[config.mk]
export PLATFORM = sky130hd
export DESIGN_NAME = lane_deserializer_flat
export DESIGN_NICKNAME = d
export VERILOG_FILES = /design/src/rtl/lane_deserializer_if.sv /design/src/rtl/lane_deserializer.sv /design/src/flat_wrapper.sv
export SDC_FILE = /design/constraint.sdc
export NUM_CORES = 1
export LEC_CHECK = 0
export ABC_AREA = 1
export CAP_MARGIN = 30
export CELL_PAD_IN_SITES_DETAIL_PLACEMENT = 1
export CELL_PAD_IN_SITES_GLOBAL_PLACEMENT = 1
export CORE_MARGIN = 2
export CORE_UTILIZATION = 38
export CTS_BUF_LIST = sky130_fd_sc_hd__clkbuf_8
export DETAILED_ROUTE_END_ITERATION = 10
export HOLD_SLACK_MARGIN = 0.1
export PLACE_DENSITY = 0.9
export SLEW_MARGIN = 5
export SYNTH_ARGS = -nofsm -noshare
export SYNTH_HDL_FRONTEND = slang
export SYNTH_SLANG_ARGS = --single-unit
[constraint.sdc]
create_clock -name CLK -period 6.8 [get_ports CLK]
set_clock_uncertainty 0.2 [all_clocks]
set_input_delay 1.36 -clock CLK [delete_from_list [all_inputs] [get_ports CLK]]
set_output_delay 1.36 -clock CLK [all_outputs]
set_load 0.005 [all_outputs]
[src/rtl/lane_deserializer_if.sv]
// Bus bundle for lane_deserializer: serial lane inputs, slip/training controls,
// and the parallel word / training status outputs.
interface lane_deserializer_if #(
  parameter int LANES      = 8,
  parameter int IN_WIDTH   = 2,
  parameter int DATA_WIDTH = 8
);
  logic [LANES*IN_WIDTH-1:0]           i_din;
  logic [LANES-1:0]                    i_bitslip;
  logic                                i_train_start;
  logic [LANES*DATA_WIDTH-1:0]         o_data;
  logic                                o_valid;
  logic [LANES*$clog2(DATA_WIDTH)-1:0] o_slip_cnt;
  logic                                o_train_busy;
  logic                                o_train_done;
  logic [LANES-1:0]                    o_train_locked;
  logic                                o_train_error;

  modport master (
    output i_din, i_bitslip, i_train_start,
    input  o_data, o_valid, o_slip_cnt, o_train_busy, o_train_done,
           o_train_locked, o_train_error
  );
  modport slave (
    input  i_din, i_bitslip, i_train_start,
    output o_data, o_valid, o_slip_cnt, o_train_busy, o_train_done,
           o_train_locked, o_train_error
  );
endinterface

[src/rtl/lane_deserializer.sv]
// Multi-lane serial-to-parallel deserializer with per-lane bitslip.
// Define AUTO_TRAIN_EN to build the word-alignment training FSM.
module lane_deserializer_lane #(
  parameter int IN_WIDTH   = 2,
  parameter int DATA_WIDTH = 8,
  parameter int SW         = $clog2(DATA_WIDTH)
) (
  input  logic                  CLK,
  input  logic                  RST,
  input  logic [IN_WIDTH-1:0]   din,
  input  logic                  extract,
  input  logic                  slip,
  output logic [DATA_WIDTH-1:0] data,
  output logic [SW-1:0]         slip_cnt
);
  logic [2*DATA_WIDTH-1:0] hist_q, hist_d;
  logic [DATA_WIDTH-1:0]   data_q, data_d;
  logic [SW-1:0]           slip_q, slip_d;

  always_comb begin
    hist_d = {hist_q[2*DATA_WIDTH-IN_WIDTH-1:0], din};
    data_d = data_q;
    slip_d = slip_q;
    // larger slip selects older bits, delaying the word window
    if (extract) data_d = DATA_WIDTH'(hist_d >> slip_q);
    if (slip)    slip_d = (slip_q == SW'(DATA_WIDTH-1)) ? '0 : slip_q + 1'b1;
  end

  always_ff @(posedge CLK or posedge RST) begin
    if (RST) begin
      hist_q <= '0;
      data_q <= '0;
      slip_q <= '0;
    end else begin
      hist_q <= hist_d;
      data_q <= data_d;
      slip_q <= slip_d;
    end
  end

  assign data     = data_q;
  assign slip_cnt = slip_q;
endmodule

module lane_deserializer #(
  parameter int                    LANES         = 8,
  parameter int                    IN_WIDTH      = 2,
  parameter int                    DATA_WIDTH    = 8,
  parameter logic [DATA_WIDTH-1:0] TRAIN_PATTERN = 'h5A,
  parameter int                    SETTLE_WORDS  = 2
) (
  input logic              CLK,
  input logic              RST,
  lane_deserializer_if.slave bus
);
  localparam int RATIO = DATA_WIDTH / IN_WIDTH;
  localparam int PW    = (RATIO > 1) ? $clog2(RATIO) : 1;
  localparam int SW    = $clog2(DATA_WIDTH);

  logic [PW-1:0] phase_q, phase_d;
  logic          valid_q, valid_d;
  logic          extract;
  logic          train_busy;
  logic [LANES-1:0] fsm_slip, slip_req;
  logic [LANES-1:0][DATA_WIDTH-1:0] lane_data;
  logic [LANES-1:0][SW-1:0]         lane_slip;

  always_comb begin
    extract = (phase_q == PW'(RATIO-1));
    phase_d = extract ? '0 : phase_q + 1'b1;
    valid_d = extract;
  end

  always_ff @(posedge CLK or posedge RST) begin
    if (RST) begin
      phase_q <= '0;
      valid_q <= 1'b0;
    end else begin
      phase_q <= phase_d;
      valid_q <= valid_d;
    end
  end

  assign slip_req = (bus.i_bitslip & {LANES{~train_busy}}) | fsm_slip;

  for (genvar l = 0; l < LANES; l++) begin : g_lane
    lane_deserializer_lane #(.IN_WIDTH(IN_WIDTH), .DATA_WIDTH(DATA_WIDTH)) u_lane (
      .CLK      (CLK),
      .RST      (RST),
      .din      (bus.i_din[l*IN_WIDTH +: IN_WIDTH]),
      .extract  (extract),
      .slip     (slip_req[l]),
      .data     (lane_data[l]),
      .slip_cnt (lane_slip[l])
    );
  end

  assign bus.o_data     = lane_data;
  assign bus.o_slip_cnt = lane_slip;
  assign bus.o_valid    = valid_q;

`ifdef AUTO_TRAIN_EN
  localparam int AW = $clog2(DATA_WIDTH+1);
  localparam int CW = (SETTLE_WORDS > 0) ? $clog2(SETTLE_WORDS+1) : 1;

  typedef enum logic [2:0] {S_IDLE, S_SETTLE, S_CHECK, S_SLIP, S_DONE} state_e;
  state_e           state_q, state_d;
  logic [CW-1:0]    settle_q, settle_d;
  logic [AW-1:0]    attempt_q, attempt_d;
  logic [LANES-1:0] locked_q, locked_d;
  logic             busy_q, busy_d, done_q, done_d, error_q, error_d;

  always_comb begin
    state_d   = state_q;
    settle_d  = settle_q;
    attempt_d = attempt_q;
    locked_d  = locked_q;
    busy_d    = busy_q;
    done_d    = 1'b0;
    error_d   = error_q;
    fsm_slip  = '0;
    case (state_q)
      S_IDLE: if (bus.i_train_start) begin
        busy_d = 1'b1; locked_d = '0; error_d = 1'b0;
        attempt_d = '0; settle_d = '0; state_d = S_SETTLE;
      end
      S_SETTLE: begin
        if (SETTLE_WORDS == 0) state_d = S_CHECK;
        else if (valid_q) begin
          if (settle_q == CW'(SETTLE_WORDS-1)) state_d = S_CHECK;
          else settle_d = settle_q + 1'b1;
        end
      end
      S_CHECK: if (valid_q) begin
        for (int l = 0; l < LANES; l++)
          if (lane_data[l] == TRAIN_PATTERN) locked_d[l] = 1'b1;
        // locked lanes keep their slip for the rest of the run
        fsm_slip = ~locked_d;
        state_d  = S_SLIP;
      end
      S_SLIP: begin
        attempt_d = attempt_q + 1'b1;
        settle_d  = '0;
        if (&locked_q || attempt_d == AW'(DATA_WIDTH)) state_d = S_DONE;
        else state_d = S_SETTLE;
      end
      S_DONE: begin
        done_d  = 1'b1;
        busy_d  = 1'b0;
        error_d = ~&locked_q;
        state_d = S_IDLE;
      end
      default: state_d = S_IDLE;
    endcase
  end

  always_ff @(posedge CLK or posedge RST) begin
    if (RST) begin
      state_q <= S_IDLE; settle_q <= '0; attempt_q <= '0; locked_q <= '0;
      busy_q  <= 1'b0;   done_q   <= 1'b0; error_q <= 1'b0;
    end else begin
      state_q <= state_d; settle_q <= settle_d; attempt_q <= attempt_d; locked_q <= locked_d;
      busy_q  <= busy_d;  done_q   <= done_d;   error_q   <= error_d;
    end
  end

  assign train_busy         = busy_q;
  assign bus.o_train_busy   = busy_q;
  assign bus.o_train_done   = done_q;
  assign bus.o_train_locked = locked_q;
  assign bus.o_train_error  = error_q;
`else
  logic [DATA_WIDTH:0] unused_cfg;
  assign unused_cfg = {bus.i_train_start, TRAIN_PATTERN} ^ (DATA_WIDTH+1)'(SETTLE_WORDS);

  assign train_busy         = 1'b0;
  assign fsm_slip           = '0;
  assign bus.o_train_busy   = 1'b0;
  assign bus.o_train_done   = 1'b0;
  assign bus.o_train_locked = '0;
  assign bus.o_train_error  = 1'b0;
`endif
endmodule
[src/flat_wrapper.sv]
// flat-port wrapper written by rule: the top's interface ports become plain ports
module lane_deserializer_flat 
#(
  parameter int                    LANES         = 8,
  parameter int                    IN_WIDTH      = 2,
  parameter int                    DATA_WIDTH    = 8,
  parameter logic [DATA_WIDTH-1:0] TRAIN_PATTERN = 'h5A,
  parameter int                    SETTLE_WORDS  = 2
)
  (CLK, RST, bus_i_din, bus_i_bitslip, bus_i_train_start, bus_o_data, bus_o_valid, bus_o_slip_cnt, bus_o_train_busy, bus_o_train_done, bus_o_train_locked, bus_o_train_error);
  lane_deserializer_if #(.LANES(LANES), .IN_WIDTH(IN_WIDTH), .DATA_WIDTH(DATA_WIDTH)) bus_i ();
  input logic CLK;
  input logic RST;
  input wire logic [$bits(bus_i.i_din)-1:0] bus_i_din;
  input wire logic [$bits(bus_i.i_bitslip)-1:0] bus_i_bitslip;
  input wire logic [$bits(bus_i.i_train_start)-1:0] bus_i_train_start;
  output wire logic [$bits(bus_i.o_data)-1:0] bus_o_data;
  output wire logic [$bits(bus_i.o_valid)-1:0] bus_o_valid;
  output wire logic [$bits(bus_i.o_slip_cnt)-1:0] bus_o_slip_cnt;
  output wire logic [$bits(bus_i.o_train_busy)-1:0] bus_o_train_busy;
  output wire logic [$bits(bus_i.o_train_done)-1:0] bus_o_train_done;
  output wire logic [$bits(bus_i.o_train_locked)-1:0] bus_o_train_locked;
  output wire logic [$bits(bus_i.o_train_error)-1:0] bus_o_train_error;
  assign bus_i.i_din = bus_i_din;
  assign bus_i.i_bitslip = bus_i_bitslip;
  assign bus_i.i_train_start = bus_i_train_start;
  assign bus_o_data = bus_i.o_data;
  assign bus_o_valid = bus_i.o_valid;
  assign bus_o_slip_cnt = bus_i.o_slip_cnt;
  assign bus_o_train_busy = bus_i.o_train_busy;
  assign bus_o_train_done = bus_i.o_train_done;
  assign bus_o_train_locked = bus_i.o_train_locked;
  assign bus_o_train_error = bus_i.o_train_error;
  lane_deserializer #(.LANES(LANES), .IN_WIDTH(IN_WIDTH), .DATA_WIDTH(DATA_WIDTH), .TRAIN_PATTERN(TRAIN_PATTERN), .SETTLE_WORDS(SETTLE_WORDS)) u_core (.CLK(CLK), .RST(RST), .bus(bus_i));
endmodule
==> impl_results.md, run 1 <==
* Synth Area in Adders at 0.02287
* Post-detail-place hpwl at 16.51 mm
* P per Cell Area at 414.5 mW/mm^2
* Reg clk slew, reported paths at 120 ps
* GRT overflow at 0
* # H-tree levels at 4
* Final period util at 0.4999
* Final hold violation count at 0
* Simple-gate share of the synthesized area at 0.3815
* Tmin final at 3400 ps
* Clock Path Buffers at 2
* IO Pins at 127
* Worst-path fanout max at 17
* Die span in x at 160.5 um
* Average size of a mapped cell at 8.012 sq um
* Post-synthesis cell count at 1161
* Placed Cells at 1547
* Yosys reg bits at 195
* Status: finished, final reports clean
* # DRC at 0
* GPL Wtd Cong at 0.8169
* Crit. End Element: primary output
* Met2 Usage GRT at 0.3278
* Met3 Track Usage GR at 0.03073
* First drt pass iteration count at 4
* Min-delay worst type: register to register
* Post-CTS Setup Bufs at 0
* Fin. max-slew vios at 0
* # rows at 57
* Overall routing resource usage at 0.1961
* Starting density of the core at 0.3847
* DR WL/cell at 15.44 um
* Worst rel slew slack at 0.2361
* IO buf count at 114
* CTS Hold Buffers Added at 0
* Leakage at 0.005269 uW
* Synth unique cells at 16
* Synth warnings at 0
* Core Area at 0.02418 sq mm
* Crit path max-delay cell type: dfrtp_1
* Total Wirelength at 24.41 mm
* Final net count at 1286
* Peak supply drop at 0.1678 mV
* Post-synthesis mux area share at 0
* Fmax at 294.2 MHz
* TNS Setup at 0 ps
* Slew @ Worst Pin at 1146 ps
* Vias in the first global route at 8532
* Die height at 160.5 um
* Busiest layer in global routing: met2
* Vias at 8192
* Crit Path Class: register to primary output
* Type of origin of the critical path: register
* CP Data Required Time at 5240 ps
* Synth Area in XOR/XNOR at 0
* Post-DRT Antenna Nets at 0
* CP peak stage delay at 750 ps
* GRT met1 Usage at 0.2632
* Area Overhead vs Synth at 17.27%
* Synth Cell Area at 0.009301 sq mm
* Fill count at 2921
* Layout cell share with drive strength beyond 1 at 0.04622
* Worst Path Arrival at 1840 ps
* Register area at 0.004880 sq mm
* Area of the multi-input gates at 0.003925 sq mm
* Worst path top cell family by delay: flip-flops
* CP Launch Point: u_core.g_lane[7].u_lane.slip_cnt[0]
* CTS tree: done
* Critical R2R Launch: u_core.g_lane[5].u_lane.slip_cnt[0]
* Root buf cell: clkbuf_8
* Post-synthesis sequential area ratio at 0.5246
* Initial antenna violation count at 3
* Max_cap viols at 0
* Sink Count at 195
* Worst path cell trace: clkdlybuf4s50_1
* Initial drt markers at 499
* Final setup violation count at 0
* Clk_lat worst skew at 460 ps
* HP Start: u_core.g_lane[6].u_lane.hist_q[8]
* Clock buffer count from CTS at 17
* Largest net degree at the start of global routing at 196
* Largest family of logic cells by synthesized area: simple AND/OR/NAND/NOR gates
* CP Buf/Inv Count at 1
* Vias per Instance at 5.182
* RSZ-0062 raised after global routing: false
* Layout Cells excl Fill at 1581
* Count of cells resized by post-cts repair at 0
* Synth Area in Compound Gates at 0.01291
* First-pass GRT wire length at 42.08 mm
* Die area at 0.02574 sq mm
## cell usage after synthesis, drive strengths merged
master | count | share of area
conb | 1 | 0.00040
ha | 17 | 0.023
nand2 | 490 | 0.20
clkinv | 8 | 0.0032
dfrtp | 195 | 0.52
o21ai | 24 | 0.013
inv | 25 | 0.010
buf | 58 | 0.042
nand3 | 334 | 0.18
clkbuf | 7 | 0.0028
nor2 | 2 | 0.00081
## report_power, final
group	switching (uW)	total (uW)	internal, uW
clock	450	762	312
combinational	1010	1930	916
sequential	393	1830	1440
total	1860	4520	2660
## routing by layer
metal / vias to the layer above / share of wire
li1: 3972 / -
met1: 4058 / 0.46
met2: 132 / 0.49
met3: 28 / 0.030
met4: 2 / 0.019
met5: - / 0.00053
## through the flow
stage	power (uW)	setup WS (ps)	hold WS, ps	util	area (sq um)
after floorplan	2938	2722	174.0	-	9343
after global placement	3695	3796	184.8	0.4349	10510
after detailed placement	3790	3718	186.0	0.4349	10510
after CTS	4577	3356	205.2	0.4510	10900
after global routing	4924	3294	217.3	0.4511	10910
final	4521	3400	204.6	0.4512	10910
## kinds of logic (layout without fill, tap and decap cells)
group,Yosys count,in the layout
flops,195,195
simple gates,826,826
compound gates,24,24
buf+inv,98,182
fa+ha+maj,17,17
other cells,1,13
## final timing paths
path                       slack (ps)                            endpoint  cells after the start
setup / recovery                 3400                  bus_o_slip_cnt[21]                      1
hold / removal                    200  u_core.g_lane[6].u_lane.hist_q[10]                      0
setup reg to reg                 4850     u_core.g_lane[5].u_lane.data[2]                      7
hold reg to reg                   200  u_core.g_lane[6].u_lane.hist_q[10]                      0
max in group asynchronous        4170  u_core.g_lane[5].u_lane.hist_q[10]                      3
min in group asynchronous        1340     u_core.g_lane[4].u_lane.data[4]                      3
## state kept, by name, summed over array words and instances (netlist names)
register / cells
u_core.g_lane.u_lane.data: 64
u_core.g_lane.u_lane.hist_q: 104
u_core.bus.o_valid: 1
u_core.phase_q: 2
u_core.g_lane.u_lane.slip_cnt: 24
## layout by cell type (no fill, tap or decap), drive strengths merged
master	n
nand2	490
nand3	334
dfrtp	195
clkdlybuf4s50	114
inv	31
o21ai	24
clkbuf	18
ha	17
clkinv	12
conb	11
clkinvlp	3
buf	3
diode	2
nor2	2
bufinv	1
## layout make-up
type / instances / area share
flip-flops and latches: 195 / 0.4473
inverters: 33 / 0.01170
repair buffers: 117 / 0.1078
multi-input cells: 878 / 0.3598
clock inverters: 14 / 0.01296
clock buffers: 18 / 0.02271
diodes: 2 / 0.0004588
well taps: 324 / 0.03716
Power figures use the tool's default switching activity.
==> run 2: changes to the inputs <==
clock period = 2.9 ns   (was 6.8 ns; I/O delays follow)
==> run 2 against run 1 <==
Effect of this change:
- sequential share of layout area shrank 0.23 points
- setup slack lost 3100 ps
- combinational power grew 140%
- register-to-register slack lost 3900 ps
- global-route usage shrank 0.074 points
- count of clock-buffer cells in the layout grew 2
- die area is the same
- critical path depth is the same
==> impl_results.md, run 2 (synthesis results as in run 1) <==
* Worst path cell trace: clkdlybuf4s50_1
* Layout cell share with drive strength beyond 1 at 0.05000
* # rows at 57
* Root buf cell: clkbuf_8
* Leakage at 0.005307 uW
* Post-DRT Antenna Nets at 0
* Clock Power Share at 0.168
* Status: finished, final reports clean
* CTS Hold Buffers Added at 0
* Reg power frac at 0.393
* Crit path max-delay cell type: dfrtp_1
* Sw Ratio at 0.4046
* IO Pins at 127
* First drt pass iteration count at 4
* Vias in the first global route at 8526
* Area Overhead vs Synth at 17.88%
* Worst Path Arrival at 1840 ps
* Fmax at 382.1 MHz
* Worst-path fanout max at 18
* Starting density of the core at 0.3847
* Clock buffer count from CTS at 17
* Slew @ Worst Pin at 789.7 ps
* Post-layout util at 0.4535
* Gate power share at 0.439
* Type of origin of the critical path: register
* Placed Cells at 1552
* Commonest non-fill, non-tap cell in the layout: nand2_1
* # DRC at 0
* CP Data Required Time at 2120 ps
* Vias at 8189
* Tmin final at 2617 ps
* Max_cap viols at 0
* Core Area at 0.02418 sq mm
* Overall routing resource usage at 0.1954
* Crit Path Class: register to primary output
* IO buf count at 114
* Power, Total at 10620 uW
* Post-detail-place hpwl at 16.95 mm
* Clk_lat worst skew at 450 ps
* Clock Path Buffers at 2
* Worst rel slew slack at 0.4735
* Die height at 160.5 um
* Final hold violation count at 0
* Cell Area, Placed at 0.01056 sq mm
* CP Buf/Inv Count at 1
* WHS Path Cells at 0
* RSZ-0062 raised after global routing: false
* Layout Cells excl Fill at 1586
* Hold path endpoint: u_core.g_lane[4].u_lane.hist_q[10]
* Final net count at 1291
* Crit. End Element: primary output
* GPL Wtd Cong at 0.8385
* Initial antenna violation count at 3
* Most flops, register: u_core.g_lane.u_lane.hist_q
* CP peak stage delay at 750 ps
* Critical R2R Launch: u_core.phase_q[0]
* Worst path top cell family by delay: flip-flops
* P per Cell Area at 968.8 mW/mm^2
* Initial drt markers at 377
* Sink Count at 195
* Peak supply drop at 0.3597 mV
* Largest register FFs at 104
* Count of cells resized by post-cts repair at 0
* Flop2flop setup slack at 970 ps
* Total Wirelength at 24.42 mm
* Commonest non-fill, non-tap cells in the layout: nand2_1, nand3_1, dfrtp_1
* # H-tree levels at 4
* Min-delay worst type: register to register
* Largest net degree at the start of global routing at 145
* Switch Pwr at 4297 uW
* Final setup violation count at 0
* DR WL/cell at 15.40 um
* Cells on worst reg2reg path at 4
* Reg clk slew, reported paths at 110 ps
* Final period util at 0.9026
* RR Endpoint: u_core.g_lane[7].u_lane.data[1]
* HP Start: u_core.g_lane[4].u_lane.hist_q[8]
* Vias per Instance at 5.163
* Post-CTS Setup Bufs at 0
* Die span in x at 160.5 um
* Int Pwr at 6324 uW
* First-pass GRT wire length at 41.87 mm
* GRT overflow at 0
* Die area at 0.02574 sq mm
* Fin. max-slew vios at 0
* CTS tree: done
* Fin area at 0.01096 sq mm
==> run 2: layer usage <==
metal / track usage / part of all wire
met1: 0.2567 / 0.46
met2: 0.3319 / 0.49
met3: 0.03461 / 0.028
met4: 0.05733 / 0.020
met5: 0 / 0.00053
==> run 2: cell type report <==
type                            instances  area, sq um
Sequential cell                       195         4880
Fill cell                            2935        13210
Tap cell                              324        405.4
Timing Repair Buffer                  122         1226
Multi-Input combinational cell        878         3925
Inverter                               33        127.6
Clock inverter                         12        120.1
Clock buffer                           20        275.3
Antenna cell                            2        5.005
==> run 2: metrics by stage <==
stage / TNS (ps) / hold WS [ps] / setup WS (ps)
6_report: 0 / 199.0 / 282.5
5_1_grt: 0 / 217.4 / 169.0
4_1_cts: 0 / 208.2 / 239.9
3_5_place_dp: 0 / 188.5 / 774.2
3_3_place_gp: 0 / 183.9 / 822.6
2_1_floorplan: -77690 / 174.0 / -398.4
==> run 2: power groups by stage <==
| stage | sequential [uW] | clock, uW | combinational [uW] |
|---|---|---|---|
| final | 4180 | 1780 | 4660 |
| after global routing | 4300 | 1970 | 5290 |
| after CTS | 4180 | 1860 | 4720 |
| after detailed placement | 4220 | 0 | 4700 |
| after global placement | 4190 | 0 | 4520 |
| after floorplan | 3910 | 0 | 2980 |
==> run 2: worst max-delay path by stage <==
stage / cells after the start / start / end
after floorplan: 1 / RST / u_core.bus.o_valid
after global placement: 1 / u_core.g_lane[2].u_lane.slip_cnt[0] / bus_o_slip_cnt[6]
after detailed placement: 1 / u_core.g_lane[4].u_lane.slip_cnt[0] / bus_o_slip_cnt[12]
after CTS: 1 / u_core.g_lane[4].u_lane.slip_cnt[0] / bus_o_slip_cnt[12]
after global routing: 1 / u_core.g_lane[4].u_lane.slip_cnt[0] / bus_o_slip_cnt[12]
final: 1 / u_core.g_lane[4].u_lane.slip_cnt[0] / bus_o_slip_cnt[12]
